File: config.mk
export PLATFORM = sky130hd
export DESIGN_NAME = contador_segundos
export DESIGN_NICKNAME = d
export VERILOG_FILES = /design/src/rtl/contador_segundos.sv
export SDC_FILE = /design/constraint.sdc
export NUM_CORES = 1
export LEC_CHECK = 0
export CORE_MARGIN = 8
export CORE_UTILIZATION = 40
export DETAILED_ROUTE_END_ITERATION = 16
export PLACE_DENSITY = 0.77
export SLEW_MARGIN = 15
export SYNTH_ARGS = -nofsm -noshare
export SYNTH_HDL_FRONTEND = slang
export SYNTH_SLANG_ARGS = --single-unit
File: constraint.sdc
create_clock -name clk -period 5.4 [get_ports clk]
set_input_delay 0.54 -clock clk [delete_from_list [all_inputs] [get_ports clk]]
set_output_delay 0.54 -clock clk [all_outputs]
set_load 0.1 [all_outputs]
File: src/rtl/contador_segundos.sv
// contador_segundos
// Elapsed-seconds timebase. A 32-bit prescaler divides clk down to a 1 Hz
// tick and seg_total accumulates whole seconds. seg_total feeds the
// seconds-to-calendar converter (its in_seg input) directly.
//
// Parameters:
//   CLK_DIV  clk cycles per second (2 .. 2^32-1)
//   MAX_SEG  last count value before seg_total wraps to 0
//
// Ports:
//   clk          system clock, all state on rising edge
//   rst_n        asynchronous reset, active-low
//   start        request counting (level, sampled each edge)
//   stop         request pause (level, sampled each edge; beats start)
//   clear        zero count, prescaler and overflow; forces PARADO
//   load         load seg_total from load_val, prescaler and overflow zeroed
//   load_val     value for load (must be <= MAX_SEG)
//   captura      latch the pre-edge seg_total into seg_captura
//   seg_total    current elapsed seconds
//   seg_valid    one-cycle pulse when seg_total changed by tick, load or clear
//   seg_captura  last captured value
//   contando     high while counting
//   overflow     sticky flag: count wrapped MAX_SEG -> 0
module contador_segundos #(
  parameter logic [31:0] CLK_DIV = 32'd50000000,
  parameter logic [31:0] MAX_SEG = 32'hFFFFFFFF
) (
  input  logic        clk,
  input  logic        rst_n,
  input  logic        start,
  input  logic        stop,
  input  logic        clear,
  input  logic        load,
  input  logic [31:0] load_val,
  input  logic        captura,
  output logic [31:0] seg_total,
  output logic        seg_valid,
  output logic [31:0] seg_captura,
  output logic        contando,
  output logic        overflow
);

  typedef enum logic {
    PARADO   = 1'b0,
    CONTANDO = 1'b1
  } estado_t;

  estado_t     estado;
  estado_t     estado_next;
  logic [31:0] prescaler;
  logic        tick;

  // Next state: clear and stop both force PARADO, stop beating a
  // simultaneous start. load does not touch the state.
  always_comb begin
    estado_next = estado;
    if (clear) begin
      estado_next = PARADO;
    end else if (stop) begin
      estado_next = PARADO;
    end else if (start) begin
      estado_next = CONTANDO;
    end
  end

  // The tick is decided by the state before the edge, so a stop sampled
  // on the tick edge still lets that second be counted.
  assign tick = (estado == CONTANDO) && (prescaler == (CLK_DIV - 32'd1));

  // All state lives here. The prescaler simply holds while PARADO so a
  // pause keeps the fractional second already accumulated.
  always_ff @(posedge clk or negedge rst_n) begin
    if (!rst_n) begin
      estado      <= PARADO;
      prescaler   <= 32'd0;
      seg_total   <= 32'd0;
      seg_captura <= 32'd0;
      seg_valid   <= 1'b0;
      contando    <= 1'b0;
      overflow    <= 1'b0;
    end else begin
      estado   <= estado_next;
      contando <= (estado_next == CONTANDO);

      // Capture always sees the value from before this edge's update.
      if (captura) begin
        seg_captura <= seg_total;
      end

      if (clear) begin
        seg_total <= 32'd0;
        prescaler <= 32'd0;
        overflow  <= 1'b0;
        seg_valid <= 1'b1;
      end else if (load) begin
        seg_total <= load_val;
        prescaler <= 32'd0;
        overflow  <= 1'b0;
        seg_valid <= 1'b1;
      end else if (tick) begin
        prescaler <= 32'd0;
        seg_valid <= 1'b1;
        if (seg_total == MAX_SEG) begin
          seg_total <= 32'd0;
          overflow  <= 1'b1;
        end else begin
          seg_total <= seg_total + 32'd1;
        end
      end else begin
        seg_valid <= 1'b0;
        if (estado == CONTANDO) begin
          prescaler <= prescaler + 32'd1;
        end
      end
    end
  end

endmodule

==> flow_summary.toml <==
[detailed_routing]
drt_iter0_drc = 397
wl_per_cell_um = 18.0
vias = 4421
avgViaCountPerCell = 5.60
ant_nets = 0
drc = 0
wl_mm = 14.2
drt_first_pass_iters = 5

[floorplan]
start_util_pct = 40.3
core-area_sq_mm = 0.0125
die_w_um = 128
num_rows = 41
ioPinCount = 106
die_h_um = 128
dieArea_sq_mm = 0.0164

[sta]
drv_slew = 0
hold_violations = 0
fin_crit_ns = 3.28
fmax_ghz = 0.305
setup_viol = 0
setup_tns_ns = 0
period_share_pct = 60.7
hold-worst-slack_ns = 0.181
tightest_slew_ns = 1.05
slew_headroom_pct = 30.1
rsz0062_at_grt = "no"
fin_skew_ns = 0.0113

[clock_tree]
cts.sinks = 99
cts_resized = 0
cts_tree = "yes"
cts_hold_buf = 0
clockRootBuffer = "clkbuf_16"
clock_latency_ns = 0.35
cts_max_level = 3
clk_pin_slew_ns = 0.07
cts_buffer_depth = 2
cts_buffers = 9
cts_setup_buffers = 0

[worst_setup_path]
worst-path-max-fanout = 29
cp.required_ns = 5.60
critPathCaptureType = "flip-flop"
cp.arrival_ns = 3.47
cp-start-kind = "primary input"
crit_type = "in2reg"
reg2regPathDepth = 7

[layout]
finalInstanceArea_sq_mm = 0.00657
syn_to_final_growth_pct = 30.8
antenna_cells = 0
drive_above_1_share_pct = 10.2
fin_nets = 653
final_cells = 789

[yosys]
syn_inst = 514
syn-cell-area_sq_mm = 0.00502
synth_cell_types = 50
synth-seq-area-share_pct = 49.3
synth_top_area_cell = "dfrtp_1"
netlist_top_cells_area = "dfrtp_1 (49%), mux2_2 (7.2%), xor2_1 (4.4%), nand2_1 (4.1%), nor2_1 (3.2%)"
synth_ff_type = "dfrtp_1"
syn-num-nets = 555
async_reset_ff_share_pct = 100
synth-edff-count = 0
ys_ff_latch = 99
syn_area_per_cell_sq_um = 9.78
synth_top_cell_area_share_pct = 49.3
yosys_warnings = 0

[power_and_ir_drop]
power_leakage_nw = 2.68
swShare_pct = 33.2
vdd_drop_max_v = 0.000174
powerDensity_mw_per_mm2 = 302
seq_power_share_pct = 41.0
cell_internal_pwr_w = 0.00133
p_sw_w = 0.000659
clkPwrFrac_pct = 36.0
p_total_w = 0.00199
p_comb_share_pct = 23.0

[global_routing]
antenna_found_initial = 0
track_usage_pct = 17.6
globalRouteOverflowTotal = 0
grt_pass1_vias = 4433
grt_max_degree = 57
grt_first_pass_wirelength_mm = 23.2

[placement]
dp_cells = 773
gp_congestion = 0.870
dpl_cell_area_sq_mm = 0.00624
dp_hpwl_mm = 10.3
port_buffers = 105

[outcome]
status = "finished clean"

[flow_run]
drv_cap = 0

[worst_hold_path]
min_path_type = "in2async"
-- layout by cell type (no fill, tap or decap), types with 8 or more instances in the layout --
cell type,instances
clkdlybuf4s50_1,104
dfrtp_1,99
nand2_1,55
nor2_1,43
nand3_1,32
mux2_2,32
a21oi_1,25
xor2_1,25
o21ai_0,24
nand4_1,17
and3_1,16
or3_1,14
inv_1,10
nor3_1,9
clkbuf_16,9
and4_1,8
xnor2_1,8
-- worst paths after layout --
kind	start	to	slack, ns
max reg2reg	prescaler[28]	seg_total[5]	2.15
max in group asynchronous	rst_n	prescaler[3]	4.12
min in group clk	seg_captura[24]	seg_captura[24]	0.51
min reg2reg	seg_captura[24]	seg_captura[24]	0.51
min	rst_n	seg_captura[29]	0.18
max	load	prescaler[30]	2.12
-- Yosys cell counts (2+ instances only) --
| master | count |
|---|---|
| a32oi_1 | 2 |
| buf_1 | 5 |
| nand2_1 | 55 |
| nand4b_1 | 2 |
| nor2b_1 | 3 |
| nand2b_1 | 2 |
| clkbuf_1 | 15 |
| nor4b_1 | 4 |
| and4_1 | 8 |
| ha_1 | 2 |
| a221o_1 | 2 |
| a22oi_1 | 6 |
| o22ai_1 | 2 |
| a31oi_1 | 3 |
| and3_1 | 16 |
| xor2_1 | 25 |
| nor4_1 | 7 |
| o211ai_1 | 4 |
| xnor2_1 | 8 |
| or4_1 | 3 |
| mux2_2 | 32 |
| or3_1 | 14 |
| o41a_1 | 2 |
| a21oi_1 | 25 |
| buf_2 | 4 |
| nand4_1 | 17 |
| dfrtp_1 | 99 |
| o21a_1 | 5 |
| inv_1 | 10 |
| and2_1 | 5 |
| nand3_1 | 32 |
| or2_2 | 2 |
| nor3_1 | 9 |
| nor2_1 | 43 |
| o21ai_0 | 24 |
| o41ai_1 | 2 |
| nor3b_1 | 2 |
-- worst max-delay path: stages --
cell             delay, ns
clkdlybuf4s50_1       1.16
nor3_1                0.17
nor4bb_1              0.86
and3_1                0.36
nand4_1               0.14
xor2_1                0.18
nor2_1                0.06
-- through the flow --
| stage | util (%) | setup WS (ns) |
|---|---|---|
| after floorplan | - | 2.50 |
| after global placement | 50.0 | 1.95 |
| after detailed placement | 50.0 | 1.85 |
| after CTS | 52.7 | 2.13 |
| after global routing | 52.7 | 1.88 |
| final | 52.7 | 2.12 |
-- area by class of cell --
| type | instances | area (sq um) |
|---|---|---|
| Inverter | 10 | 37.5 |
| Clock buffer | 11 | 253 |
| Timing Repair Buffer | 111 | 1090 |
| Tap cell | 172 | 215 |
| Multi-Input combinational cell | 381 | 2410 |
| Clock inverter | 5 | 82.6 |
| Fill cell | 1093 | 5890 |
| Sequential cell | 99 | 2480 |
-- power by group through the flow --
stage	logic (W)	registers (W)	clock network, W
global route	0.000473	0.000820	0.000768
CTS	0.000460	0.000814	0.000733
global placement	0.000455	0.000826	0
floorplan	0.0000661	0.00107	0
detailed placement	0.000459	0.000829	0
finish	0.000456	0.000815	0.000716
-- metal layers --
metal | vias up | GRT usage, % | share of wire [%]
met1 | 2175 | 21.1 | 41
met3 | 17 | 4.83 | 7.7
li1 | 2047 | - | -
met4 | 0 | 5.45 | 1.5
met2 | 182 | 30.1 | 50
met5 | - | 0 | 0
-- logic make-up (layout without fill, tap and decap cells) --
logic type,Yosys count,count (layout),share of synthesized area [%]
flip-flops,99,99,49.3
AND/OR/NAND/NOR,231,231,24.4
adder cells (fa/ha/maj),2,2,0.498
XOR/XNOR,33,33,5.75
buffers and inverters,34,137,2.64
AO/OA/AOI/OAI,83,83,10.3
multiplexers,32,32,7.17
-- flip-flops by register name, indices dropped and copies added (netlist names) --
register,count
seg_total,32
estado,1
seg_valid,1
seg_captura,32
prescaler,32
overflow,1
Power figures use the tool's default switching activity.
